--- src/rtl/pic_pkg.sv ---
`default_nettype none
// pic_pkg: shared widths, acknowledge-state encoding and priority helper for the 8259 acknowledge path.
package pic_pkg;

  localparam int IR_W = 8;
  localparam int ID_W = 3;
  localparam logic [ID_W-1:0] SPURIOUS_ID = 3'd7;

  typedef enum logic [1:0] {
    IDLE  = 2'd0,
    ACK1  = 2'd1,
    WAIT2 = 2'd2,
    ACK2  = 2'd3
  } state_t;

  // Index of the lowest set bit (IR0 has the highest priority); 0 when v is empty.
  function automatic logic [ID_W-1:0] prio_first(input logic [IR_W-1:0] v);
    logic [ID_W-1:0] idx;
    idx = '0;
    for (int i = IR_W - 1; i >= 0; i--) begin
      if (v[i]) idx = ID_W'(i);
    end
    return idx;
  endfunction

endpackage
`default_nettype wire

--- src/rtl/prio_resolver.sv ---
`default_nettype none
// prio_resolver: fixed-priority pick of the highest pending candidate and the highest in-service level.
module prio_resolver
  import pic_pkg::*;
(
  input  logic [IR_W-1:0] cand,
  input  logic [IR_W-1:0] isr,
  output logic [ID_W-1:0] req_id,
  output logic            req_valid,
  output logic [ID_W-1:0] isr_top_id,
  output logic            isr_any
);

  assign req_id     = prio_first(cand);
  assign req_valid  = |cand;
  assign isr_top_id = prio_first(isr);
  assign isr_any    = |isr;

endmodule
`default_nettype wire

--- src/rtl/inta_sequencer.sv ---
`default_nettype none
// inta_sequencer: resolves pending IRQs, raises int_out and steps through the two INTA cycles,
// maintaining the in-service register and driving the vector byte in the second cycle.
module inta_sequencer
  import pic_pkg::*;
#(
  parameter int SYNC_STAGES = 2
) (
  input  logic            clk,
  input  logic            rst_n,
  input  logic            inta_n,
  input  logic [IR_W-1:0] irq_pend,
  input  logic [IR_W-1:0] imr,
  input  logic [4:0]      vec_base,
  input  logic            sngl,
  input  logic            sp,
  input  logic [IR_W-1:0] slave_map,
  input  logic            aeoi,
  input  logic            eoi,
  input  logic            vec_flag,
  output logic            int_out,
  output logic            pulse1,
  output logic            pulse2,
  output logic [ID_W-1:0] intr_id,
  output logic [IR_W-1:0] isr,
  output logic [IR_W-1:0] irr_clr,
  output logic [7:0]      data_out,
  output logic            data_oe
);

  logic [SYNC_STAGES-1:0] sync_q;
  logic                   inta_s;
  state_t                 state, state_nxt;
  logic                   spurious_q;

  logic [IR_W-1:0] cand;
  logic [ID_W-1:0] req_id, isr_top_id;
  logic            req_valid, isr_any;
  logic            ack1_entry, ack2_exit, drive_nxt;
  logic [IR_W-1:0] set_mask, eoi_mask, aeoi_mask;

  // Synchronizer idles high so reset never looks like an acknowledge.
  always_ff @(posedge clk or negedge rst_n) begin
    if (!rst_n) sync_q <= '1;
    else        sync_q <= {sync_q[SYNC_STAGES-2:0], inta_n};
  end
  assign inta_s = sync_q[SYNC_STAGES-1];

  assign cand = irq_pend & ~imr;

  prio_resolver u_prio (
    .cand       (cand),
    .isr        (isr),
    .req_id     (req_id),
    .req_valid  (req_valid),
    .isr_top_id (isr_top_id),
    .isr_any    (isr_any)
  );

  always_comb begin
    state_nxt = state;
    case (state)
      IDLE:    if (!inta_s) state_nxt = ACK1;
      ACK1:    if (inta_s)  state_nxt = WAIT2;
      WAIT2:   if (!inta_s) state_nxt = ACK2;
      ACK2:    if (inta_s)  state_nxt = IDLE;
      default: state_nxt = IDLE;
    endcase
  end

  assign ack1_entry = (state == IDLE) && !inta_s;
  assign ack2_exit  = (state == ACK2) && inta_s;

  // EOI clears act on the pre-set ISR; the ACK1 set is OR-ed in afterwards.
  assign set_mask  = (ack1_entry && req_valid) ? (IR_W'(1) << req_id) : '0;
  assign eoi_mask  = (eoi && isr_any) ? (IR_W'(1) << isr_top_id) : '0;
  assign aeoi_mask = (aeoi && ack2_exit && !spurious_q) ? (IR_W'(1) << intr_id) : '0;

  assign drive_nxt = sngl | (sp & ~slave_map[intr_id]) | (~sp & vec_flag);

  assign int_out = (state == IDLE) && req_valid && (!isr_any || (req_id < isr_top_id));

  always_ff @(posedge clk or negedge rst_n) begin
    if (!rst_n) begin
      state      <= IDLE;
      isr        <= '0;
      intr_id    <= '0;
      spurious_q <= 1'b0;
      irr_clr    <= '0;
      pulse1     <= 1'b0;
      pulse2     <= 1'b0;
      data_out   <= '0;
      data_oe    <= 1'b0;
    end else begin
      state   <= state_nxt;
      isr     <= (isr & ~(eoi_mask | aeoi_mask)) | set_mask;
      irr_clr <= set_mask;
      pulse1  <= (state_nxt == ACK1);
      pulse2  <= (state_nxt == ACK2);
      if (ack1_entry) begin
        intr_id    <= req_valid ? req_id : SPURIOUS_ID;
        spurious_q <= !req_valid;
      end
      data_oe  <= (state_nxt == ACK2) && drive_nxt;
      data_out <= (state_nxt == ACK2) ? {vec_base, intr_id} : '0;
    end
  end

endmodule
`default_nettype wire

--- config.mk ---
export PLATFORM = sky130hd
export DESIGN_NAME = inta_sequencer
export DESIGN_NICKNAME = d
export VERILOG_FILES = /design/src/rtl/pic_pkg.sv /design/src/rtl/prio_resolver.sv /design/src/rtl/inta_sequencer.sv
export SDC_FILE = /design/constraint.sdc
export NUM_CORES = 1
export LEC_CHECK = 0
export BUFFER_PORTS_ARGS = -buffer_cell sky130_fd_sc_hd__clkbuf_2
export CAP_MARGIN = 15
export CORE_MARGIN = 2
export CORE_UTILIZATION = 40
export DETAILED_ROUTE_END_ITERATION = 10
export PLACE_DENSITY = 0.68
export SYNTH_ARGS = -nofsm -noshare
export SYNTH_HDL_FRONTEND = slang
export SYNTH_SLANG_ARGS = --single-unit
--- constraint.sdc ---
create_clock -name clk -period 3.25 [get_ports clk]
set_clock_uncertainty 0.15 [all_clocks]
set_input_delay 0.325 -clock clk [delete_from_list [all_inputs] [get_ports clk]]
set_output_delay 0.325 -clock clk [all_outputs]
set_load 0.02 [all_outputs]
======== Yosys cells after proc, flatten, opt, wreduce, memory -nomap -nowiden ========
Index checks and enable logic that the tools add are counted.
operators by class
  bitwise gates (word level) .............. 12
  muxes and demuxes ....................... 28
  equality and inequality tests ........... 5
  shift operators ......................... 3
  magnitude comparators ................... 2
  reduce and logical (&&, ||, !) cells .... 17
operators by type and width
  cell                                                 number
  2-to-1 mux 3 bit                                     17
  2-to-1 mux 8 bit                                     4
  << shifter 1 x 3 -> 8 bit, first input constant      3
  bitwise AND 8 bit                                    2
  inverter 8 bit                                       2
  bitwise OR 8 bit                                     2
  OR reduction 8 bit                                   2
  logical AND 1 bit                                    9
  2-to-1 mux 2 bit                                     4
  case mux 2 bit (4 select lines)                      1
  equality test 2 bit, second input constant           3
  equality test 2 x 1 -> 1 bit, second input constant  2
  logical NOT 1 bit                                    4
  < comparator 3 x 4 -> 1 bit, second input constant   1
  binary-select mux 1 bit (select 3 bit)               1
  < comparator 3 bit                                   1
  bitwise AND 1 bit                                    2
  logical NOT 2 bit                                    1
  inverter 1 bit                                       2
  bitwise OR 1 bit                                     2
  logical OR 1 bit                                     1
  2-to-1 mux 1 bit                                     1
word-level totals
  output and inout bits ................... 31
  bits of input ports ..................... 37
  logic and storage cells ................. 77
  bits in registers ....................... 35

======== Longest topological paths before layout ========
  depth after elaboration ................. 14
  depth in mapped cells ................... 9
  gate-level depth less buffers ........... 9

======== Modules after synthesis ========
Synthesis repeated with hierarchy kept, for this count alone.
second synthesis, totals
  cells, all modules ...................... 162
  area, all modules ....................... 1687.9 µm²
modules (own cells, without submodules)
  module          instances  area each (µm²)  cells an instance  seq. area each (µm²)
  inta_sequencer  1          1522.7           135                878.3
  prio_resolver   1          165.2            27                 0.0

======== Worst setup path before layout ========
No wires, ideal clock.
  path type ............................... register to output
  from .................................... register isr[6]
  to ...................................... output int_out
  cell stages (with the launch flop) ...... 8
  path buffers ............................ 0
  slack ................................... 0.672 ns
  required time ........................... 2.775 ns
  data arrival time ....................... 2.103 ns
  path through ............................ dfrtp_1 -> or4_1 -> nand2_1 -> ha_1 -> a21o_1 -> a21oi_1 -> o211ai_1 -> a21oi_1
between the ends
  word-level cells in the longest chain between the ends .. 10
  elaborated cells between the ends (all ways) .. 12
  classes of those cells .................. order compare: 1; mux: 7; reduce/logical: 4
RTL lines
  what                            RTL line              text
  from (decl)                     inta_sequencer.sv:25  output logic [IR_W-1:0] isr,
  from (signal assigned)          inta_sequencer.sv:96  isr <= (isr & ~(eoi_mask | aeoi_mask)) | set_mask;
  2-to-1 mux 3 bit (7 in series)  pic_pkg.sv:21         if (v[i]) idx = ID_W'(i);
  < comparator 3 bit              inta_sequencer.sv:81  assign int_out = (state == IDLE) && req_valid && (!isr_any || (req_id < isr_top_id));
  logical OR 1 bit *              inta_sequencer.sv:81
  logical AND 1 bit *             inta_sequencer.sv:81
  to (decl)                       inta_sequencer.sv:21  output logic int_out,
Mark *: on every way between the ends. The rest lies on a longest branch, timed or not.

======== Worst setup path in the final report ========
Ends and elaborated chain as after synthesis.

==> results.py <==
metrics = {
    "synthesis": {
        "ys_async_sr_fraction_pct": 100,
        "number_of_enable_flip_flop_cells_after_synthesis": 0,
        "synth.distinct_cells": 43,
        "synth_area_per_inst_um2": 10.3,
        "synth.area.top_cells": "sky130_fd_sc_hd__dfrtp_1 49%, sky130_fd_sc_hd__nor2b_1 4.1%, sky130_fd_sc_hd__nand2_1 4.0%, sky130_fd_sc_hd__nor2_1 3.6%, sky130_fd_sc_hd__dfstp_2 3.1%",
        "post_synthesis_sequential_area_ratio_pct": 52.6,
        "synthesis.nets": 201,
        "synth_area_um2": 1670,
        "synth_ff_type": "sky130_fd_sc_hd__dfrtp_1",
        "syn_inst": 162,
        "ys.warnings.count": 0,
        "synth_area_leader_cell": "sky130_fd_sc_hd__dfrtp_1",
        "synth.ff_latch_count": 35,
        "yosys.area.top_type_share_pct": 49.4,
    },
    "global_route": {
        "pin_count_of_the_biggest_net_entering_global_routing": 36,
        "grtUsageTotal_pct": 18.9,
        "grt_first_pass_wirelength_um": 6310,
        "globalRoute.totalOverflow": 0,
        "number_of_global_route_vias_before_repair": 1410,
        "initial_antenna_violation_count": 0,
    },
    "die": {
        "die_area_um2": 4710,
        "die_width_um": 68.6,
        "num_io_pins": 68,
        "num_rows": 23,
        "die_h_um": 68.6,
        "initial_utilization_pct": 41.8,
        "placeable_core_region_um2": 4000,
    },
    "hold_path": {
        "min_path_type": "input port to async pin",
    },
    "setup_path": {
        "cp.arrival_ps": 2430,
        "crit_top_cell": "sky130_fd_sc_hd__a21oi_1",
        "cp-start-kind": "register",
        "end_kind": "output port",
        "cp.required_ps": 2770,
        "timing_worst_setup_path_type": "register to output port",
        "cp_max_fo": 5,
        "cpMaxStageDelayCell": "sky130_fd_sc_hd__or4_1",
        "crit_chain": "or4_1 -> nand2_1 -> ha_1 -> a21o_1 -> a21oi_1 -> o211ai_1 -> a21oi_1 -> clkbuf_2",
        "max_stage_delay_ps": 590,
    },
    "power_and_ir_drop": {
        "peakVddDrop_mv": 0.303,
        "netSwitchingPower_mw": 0.604,
        "pleak_nw": 1.13,
        "power_per_cell_area_nw_per_um2": 767,
        "cell_internal_pwr_mw": 1.08,
        "sequentialPowerShare_pct": 37.3,
        "comb_power_share_pct": 34.7,
        "power.share.clock_pct": 28.0,
        "netSwitchingFraction_pct": 35.8,
    },
    "placement": {
        "routabilityCongestion": 0.906,
        "hpwl_um": 3080,
        "port_buffers": 67,
    },
    "timing": {
        "report.final.setup_viol": 0,
        "drv_slew": 0,
        "layout_worst_path_cycle_share_pct": 89.4,
        "slew_headroom_pct": 43.5,
        "finalSetupTns_ps": 0,
        "unrepaired_setup_endpoints_after_global_routing": "no",
        "hold_violations": 33,
        "worst-slew-pin-transition_ps": 847,
        "timing.hold.ws_ps": -22.3,
        "timing.fmax_ghz": 0.344,
        "final.min_clock_period_ps": 2910,
    },
    "status": {
        "violations_in_the_final_reports": "negative hold slack",
        "run_status": "complete, but fails checks",
    },
    "layout": {
        "final_common_cell": "sky130_fd_sc_hd__clkbuf_2",
        "nNetsFinal": 274,
        "final_layout_size_suffix_gt1_share_pct": 36.0,
        "final_cell_mix": "67 x sky130_fd_sc_hd__clkbuf_2, 33 x sky130_fd_sc_hd__dfrtp_1, 18 x sky130_fd_sc_hd__nand2_1, 16 x sky130_fd_sc_hd__nor2_1, 11 x sky130_fd_sc_hd__nor2b_1",
        "utilization_after_layout_pct": 55.0,
        "area_growth_pct": 31.7,
        "antennaDiodeCount": 0,
    },
    "clock_tree": {
        "ctsRootBufferMaster": "sky130_fd_sc_hd__clkbuf_8",
        "cts_tree": "done",
        "cts_hold_repair.buffers": 1,
        "cts_repair_resize_count": 0,
        "total_cts_buffers": 5,
        "cts_buffer_depth": 2,
        "clock-sinks": 35,
        "cts.htree.levels": 2,
        "cts_setup_buffers": 0,
        "clock_latency_ps": 290,
        "clkSlewWorstSetupHoldPaths_ps": 70,
    },
    "routing": {
        "initial_drc_count": 63,
        "avgViaCountPerCell": 5.05,
        "route.final.wire_length_um": 3950,
        "route.detailed.drc": 0,
        "detailedRoute.firstPassIterationCount": 4,
        "routedWlPerCell_um": 13.8,
        "detailroute.via_count": 1444,
        "drtAntennaViolNets": 0,
    },
    "run": {
        "max_cap_viol_count": 0,
    },
}
==> worst paths after layout <==
kind / end / startpoint / cells past startpoint / slack, ps
worst max-delay path: int_out / isr[6] / 8 / 340
worst min-delay path: pulse2 / rst_n / 1 / -20
worst max register to register: isr[6] / sync_q[1] / 5 / 1350
worst min register to register: sync_q[1] / sync_q[0] / 0 / 210
max in group asynchronous: isr[7] / rst_n / 1 / 2440
min in group clk: data_out[4] / vec_base[1] / 2 / 90
==> layer usage <==
layer | global-route usage, % | share of wire (%)
met3 | 5.03 | 5.8
met1 | 23.4 | 44
met5 | 0 | 0
met2 | 30.4 | 48
met4 | 9.00 | 2.2
==> cell families (layout without fill, tap and decap cells) <==
| kind of cell | after synthesis | after routing | synth area share (%) |
|---|---|---|---|
| XOR/XNOR | 1 | 1 | 0.524 |
| AND/OR/NAND/NOR | 76 | 76 | 23.4 |
| AO/OA/AOI/OAI | 38 | 38 | 16.1 |
| adder cells (fa/ha/maj) | 2 | 2 | 1.50 |
| multiplexers | 3 | 3 | 3.82 |
| flip-flops | 35 | 35 | 52.6 |
| buffers and inverters | 7 | 81 | 2.02 |
==> synthesized netlist by cell type, types with 2 or more instances <==
cell	n
sky130_fd_sc_hd__dfrtp_1	33
sky130_fd_sc_hd__o21ai_0	9
sky130_fd_sc_hd__o221ai_1	2
sky130_fd_sc_hd__nor3_1	5
sky130_fd_sc_hd__nor2b_1	11
sky130_fd_sc_hd__nor2_1	16
sky130_fd_sc_hd__nand2_1	18
sky130_fd_sc_hd__inv_1	5
sky130_fd_sc_hd__nand2b_1	6
sky130_fd_sc_hd__a21o_1	2
sky130_fd_sc_hd__o311ai_0	2
sky130_fd_sc_hd__and2_1	8
sky130_fd_sc_hd__a31oi_1	2
sky130_fd_sc_hd__dfstp_2	2
sky130_fd_sc_hd__nand4_1	4
sky130_fd_sc_hd__mux4_1	2
sky130_fd_sc_hd__ha_1	2
sky130_fd_sc_hd__nor4_1	2
sky130_fd_sc_hd__a21oi_1	4
sky130_fd_sc_hd__o21a_1	4
==> through the flow <==
| step | setup WS, ps | instances | total power [mW] | cell area (um2) | hold WS, ps |
|---|---|---|---|---|---|
| after floorplan | 672 | 162 | 1.04 | 1670 | -121 |
| final | 344 | 286 | 1.69 | 2200 | -22.3 |
| after global placement | 739 | 277 | 1.21 | 2050 | 199 |
| after global routing | 184 | 286 | 1.80 | 2200 | 36.7 |
| after detailed placement | 644 | 277 | 1.22 | 2050 | 197 |
| after CTS | 314 | 286 | 1.70 | 2200 | 8.84 |
==> critical path: cells and delay by family, from the launching register on <==
kind            cells  cell delay, ps
flops               1             420
compound gates      4             620
simple gates        2             680
buf+inv             1             190
fa+ha+maj           1             240
==> registers in the layout, summed over array words and instances (netlist names) <==
name and flops:
pulse1 1, pulse2 1, spurious_q 1, data_oe 1
state 2, intr_id 3, data_out 8, isr 8
irr_clr 8, sync_q 2
==> power by group through the flow <==
stage | Clock (mW) | Combinational [mW] | Sequential (mW)
6_report | 0.472 | 0.585 | 0.629
5_1_grt | 0.502 | 0.658 | 0.644
4_1_cts | 0.481 | 0.592 | 0.628
3_5_place_dp | 0 | 0.588 | 0.636
3_3_place_gp | 0 | 0.583 | 0.630
2_1_floorplan | 0 | 0.347 | 0.694
==> final cells by class <==
class / instances / area [um2]
flip-flops and latches: 35 / 878
inverters: 5 / 18.8
multi-input cells: 120 / 758
clock buffers: 5 / 68.8
fillers: 365 / 1800
well taps: 50 / 62.6
clock inverters: 3 / 67.6
repair buffers: 68 / 345
(Power assumes the default switching activity.)
